### config.mk
export PLATFORM = sky130hd
export DESIGN_NAME = regfile_sb
export DESIGN_NICKNAME = d
export VERILOG_FILES = /design/src/rtl/regfile_sb.sv
export SDC_FILE = /design/constraint.sdc
export NUM_CORES = 1
export LEC_CHECK = 0
export CAP_MARGIN = 10
export CELL_PAD_IN_SITES_DETAIL_PLACEMENT = 0
export CELL_PAD_IN_SITES_GLOBAL_PLACEMENT = 1
export CORE_MARGIN = 3
export CORE_UTILIZATION = 49
export CTS_CLUSTER_SIZE = 20
export DETAILED_ROUTE_END_ITERATION = 8
export PLACE_DENSITY_LB_ADDON = 0.1
export SKIP_LAST_GASP = 1
export SYNTH_ARGS = -nofsm -noshare
export SYNTH_HDL_FRONTEND = slang
export SYNTH_SLANG_ARGS = --single-unit
### constraint.sdc
create_clock -name clk -period 22.1 [get_ports clk]
set_input_delay 3.315 -clock clk [delete_from_list [all_inputs] [get_ports clk]]
set_output_delay 3.315 -clock clk [all_outputs]
set_load 0.02 [all_outputs]
### src/rtl/regfile_sb.sv
// regfile_sb
// ----------
// General-purpose register file with a write-back-to-read bypass and a
// per-register pending scoreboard. It sits between decode/issue and
// write-back: decode reads two operands and gets a hazard flag for each,
// so stall logic needs no separate hazard table.
//
// Parameters:
//   DATA_W     register width in bits
//   NUM_REGS   implemented registers, 1 .. 2**ADDR_W
//   ADDR_W     register address width
//   INIT_INDEX 1: reset contents REG[i] = i; 0: all zero
//
// Ports:
//   clk          clock, all state updates on the rising edge
//   rst          asynchronous active-high reset
//   src1, src2   read addresses
//   reg1, reg2   read data (combinational, bypassed from write-back)
//   busy1, busy2 source register has an outstanding producer
//   issue_en     an instruction writing issue_dest is issued this cycle
//   issue_dest   destination of the issued instruction
//   writeBackEn  write-back valid
//   Dest_wb      write-back destination
//   Result_WB    write-back data
//   wb_err       one-cycle pulse after a write-back to a non-pending register
//   pending_cnt  number of registers currently pending
module regfile_sb #(
    parameter int DATA_W     = 32,
    parameter int NUM_REGS   = 15,
    parameter int ADDR_W     = 4,
    parameter int INIT_INDEX = 1
) (
    input  logic              clk,
    input  logic              rst,
    input  logic [ADDR_W-1:0] src1,
    input  logic [ADDR_W-1:0] src2,
    output logic [DATA_W-1:0] reg1,
    output logic [DATA_W-1:0] reg2,
    output logic              busy1,
    output logic              busy2,
    input  logic              issue_en,
    input  logic [ADDR_W-1:0] issue_dest,
    input  logic              writeBackEn,
    input  logic [ADDR_W-1:0] Dest_wb,
    input  logic [DATA_W-1:0] Result_WB,
    output logic              wb_err,
    output logic [ADDR_W:0]   pending_cnt
);

    logic [DATA_W-1:0]   reg_file_reg [NUM_REGS];
    logic [NUM_REGS-1:0] pending_reg;
    logic [NUM_REGS-1:0] pending_next;
    logic                wb_err_reg;
    logic                wb_err_next;

    // Per-register decode of the issue and write-back destinations.
    // Addresses at or above NUM_REGS match no register, so out-of-range
    // issues and writes fall away naturally.
    logic [NUM_REGS-1:0] set_hit;
    logic [NUM_REGS-1:0] wb_hit;

    genvar gi;
    generate
        for (gi = 0; gi < NUM_REGS; gi++) begin : g_reg
            assign set_hit[gi] = issue_en    && (issue_dest == ADDR_W'(gi));
            assign wb_hit[gi]  = writeBackEn && (Dest_wb    == ADDR_W'(gi));
            // A new producer wins over a simultaneous write-back.
            assign pending_next[gi] = set_hit[gi] | (pending_reg[gi] & ~wb_hit[gi]);
        end
    endgenerate

    // Register array. Reset is asynchronous so the whole array is restored
    // immediately, discarding any in-flight write.
    always_ff @(posedge clk or posedge rst) begin
        if (rst) begin
            for (int r = 0; r < NUM_REGS; r++) begin
                reg_file_reg[r] <= (INIT_INDEX != 0) ? DATA_W'(r) : '0;
            end
        end else begin
            for (int r = 0; r < NUM_REGS; r++) begin
                if (wb_hit[r]) begin
                    reg_file_reg[r] <= Result_WB;
                end
            end
        end
    end

    always_ff @(posedge clk or posedge rst) begin
        if (rst) begin
            pending_reg <= '0;
            wb_err_reg  <= 1'b0;
        end else begin
            pending_reg <= pending_next;
            wb_err_reg  <= wb_err_next;
        end
    end

    // Error flag is judged against the scoreboard before this edge's update;
    // wb_hit is already empty for out-of-range destinations.
    always_comb begin
        wb_err_next = 1'b0;
        for (int r = 0; r < NUM_REGS; r++) begin
            if (wb_hit[r] && !pending_reg[r]) begin
                wb_err_next = 1'b1;
            end
        end
    end

    always_comb begin
        pending_cnt = '0;
        for (int r = 0; r < NUM_REGS; r++) begin
            pending_cnt = pending_cnt + (ADDR_W+1)'(pending_reg[r]);
        end
    end

    // Read ports: select the addressed register, then let a same-cycle
    // write-back override it. An unmatched (out-of-range) address leaves
    // data and busy at zero, and the bypass is qualified by a match too.
    always_comb begin
        reg1  = '0;
        reg2  = '0;
        busy1 = 1'b0;
        busy2 = 1'b0;
        for (int r = 0; r < NUM_REGS; r++) begin
            if (src1 == ADDR_W'(r)) begin
                reg1  = wb_hit[r] ? Result_WB : reg_file_reg[r];
                busy1 = pending_reg[r] & ~wb_hit[r];
            end
            if (src2 == ADDR_W'(r)) begin
                reg2  = wb_hit[r] ? Result_WB : reg_file_reg[r];
                busy2 = pending_reg[r] & ~wb_hit[r];
            end
        end
    end

    assign wb_err = wb_err_reg;

endmodule

==> metrics.txt <==
post-cts hold buffer count 0; dpl hpwl 75,200 um; die area 57,900 um2; Routed Antenna Nets 0; Max Cap Violations 0; layout cell share with drive strength beyond 1 16.7%; vias in the first global route 24,700; largest net degree at the start of global routing 133; Post-synth ARST share 100%; Die Y 241 um; Max Root-Sink Buffers 3; clock sink count 496; All-Layer GR Usage 41.7%; clock tree from TritonCTS yes; Post-Syn Nets 2,767; 1st-pass router iterations 8; Syn Area/Cell 9.98 um2; Setup TNS 0 ps; RSZ-0062 raised after global routing false; NumNets Final 2,821; worst setup path class primary input to primary output; Ports 124; Worst-path clk slew 60 ps; sw frac 33.4%; CP required 18,780 ps; initial antenna violation count 5; DR DRC count 0; Fmax 84.7 MHz; worst vdd ir 0.0989 mV; Post-CTS Setup Repair Bufs 0; final core occ 56.9%; CP max FO 18; Final Power 0.00304 W; via count 25,000; Final Max Tran Viols 0; commonest cells after routing, fill and taps aside dfrtp_1, inv_1, mux2i_1; Inst Count DP 3,394; max reg flops 480; total core area 54,100 um2; Routed wire per std cell 34.9 um; Initial Util 49.8%; Internal Pwr Total 0.00202 W; post_cts resized 0; Final setup viols 0; Die Wd 241 um; Buffers on Ports 122; pwr/cell area 98.7 nW/um2; Routed WL 122,000 um; Area growth syn-to-layout 14.1%; clock power share 31.3%; Crit. End Element primary output; Final Hold Viols 0; Rows 85; Num CTS Buffers 56; CP Data Arrival Time 8500 ps; Min-Delay Path Class flip-flop to flip-flop; post-synthesis sequential element count 496; Clock Skew 2.42 ps; Leak 14.9 nW; Synth warnings 0; register area share after synthesis 46.1%; Syn Inst Count 2,703; CP startpoint kind primary input; CTS H-tree lvls 2; worst slew pin tran 1310 ps; status finished clean; number of flops mapped to enable cells by yosys 0; Tcrit/Tclk final 53.4%; commonest non-fill, non-tap cell in the layout dfrtp_1; final RePlAce weighted congestion 1.00; CTS root buffer clkbuf_16; first-pass GRT wire length 174,000 um; Psw 0.00102 W; Period minus WS final 11,810 ps; Max-slew headroom 12.2%; Comb power frac 29.7%; Via density 7.13; Seq pwr share 39.0%; worst skew pair latency 630 ps; mapped cell area 27,000 um2; Congestion Overflow GR 0; top_reg_cell synth dfrtp_1; number of distinct library cells after synthesis 83; Starting DRT DRC Count 3,728; Finished Layout Cells 3,499
==> Yosys cell counts (8+ instances only) <==
cell	count	share of area, %
a211oi_1	27	0.75
mux2i_1	214	7.9
o221ai_1	22	0.71
fa_1	10	0.74
nand2_1	209	2.9
dfstp_2	28	2.7
buf_1	12	0.17
o22ai_1	132	3.1
inv_1	242	3.4
nor2_1	92	1.3
nor2b_1	12	0.28
a211o_1	11	0.36
nor3_1	27	0.50
nand3_1	75	1.4
nand4_1	11	0.26
dfrtp_1	468	43
o21ai_0	144	2.7
a22oi_1	57	1.6
a2111oi_0	12	0.39
nand2b_1	14	0.32
o211a_1	9	0.33
a21boi_0	8	0.22
a221oi_1	53	1.7
a222oi_1	11	0.41
a22o_1	34	1.1
buf_2	38	0.70
o2111ai_1	15	0.49
a21oi_1	131	2.4
mux2_2	213	8.9
o21a_1	14	0.39
clkbuf_1	149	2.1
o21ai_1	21	0.39
a221o_1	28	1.0
o2bb2ai_1	10	0.32
o211ai_1	14	0.39
==> final cells by class <==
| class | count | area [um2] |
|---|---|---|
| timing repair buffer | 207 | 1840 |
| fill | 4763 | 23400 |
| clock buffer | 84 | 1660 |
| clock inverter | 17 | 170 |
| tap | 696 | 871 |
| antenna | 3 | 7.51 |
| sequential | 496 | 12400 |
| inverter | 245 | 927 |
| multi-input combinational | 1751 | 12900 |
==> metal layers <==
metal	up-vias	part of all wire [%]	wire (um)	GRT usage (%)
li1	10000	-	-	-
met1	12300	37	45800	54.8
met2	2082	41	50000	59.7
met3	558	14	16600	13.5
met4	0	8.0	9730	26.5
met5	-	0	0	0
==> worst paths after layout <==
check,startpoint,to,slack [ps],cells past startpoint
worst max-delay path,src2[2],reg2[5],10290,10
worst min register to register,reg_file_reg[51],reg_file_reg[51],490,2
max in group asynchronous,rst,reg_file_reg[191],15740,5
min in group asynchronous,rst,reg_file_reg[170],3330,2
worst min-delay path,reg_file_reg[51],reg_file_reg[51],490,2
worst max register to register,pending_reg[13],wb_err,20680,5
==> metrics by stage <==
step | cell area [um2] | worst slack [ps] | hold slack (ps)
after global routing | 30800 | 10450 | 514
after global placement | 28900 | 10650 | 473
after detailed placement | 28900 | 10640 | 481
after CTS | 30800 | 10640 | 495
after floorplan | 27000 | 4990 | 451
final | 30800 | 10290 | 493
==> power by group through the flow <==
stage | clock, W | combinational, W | sequential [W]
CTS | 0.000954 | 0.000888 | 0.00118
floorplan | 0 | 0.000586 | 0.00118
global placement | 0 | 0.000869 | 0.00119
finish | 0.000950 | 0.000903 | 0.00118
detailed placement | 0 | 0.000883 | 0.00120
global route | 0.000990 | 0.000973 | 0.00120
==> worst max-delay path, stage by stage <==
cell and delay (ps):
clkdlybuf4s50_1 1050, nor2b_1 1060, nand2_1 750, buf_4 470, nand2_1 110, a2111oi_0 80
nand4_1 150, o2111ai_1 130, a222oi_1 620, clkdlybuf4s50_1 740
==> kinds of logic after synthesis <==
| family | share of synthesized area, % |
|---|---|
| AND/OR/NAND/NOR | 8.29 |
| buffers and inverters | 6.76 |
| flip-flops | 46.1 |
| multiplexers | 17.0 |
| AO/OA/AOI/OAI | 20.9 |
| other | 0.0139 |
| XOR/XNOR | 0.0649 |
| adder cells (fa/ha/maj) | 0.835 |
Power figures use the tool's default switching activity.
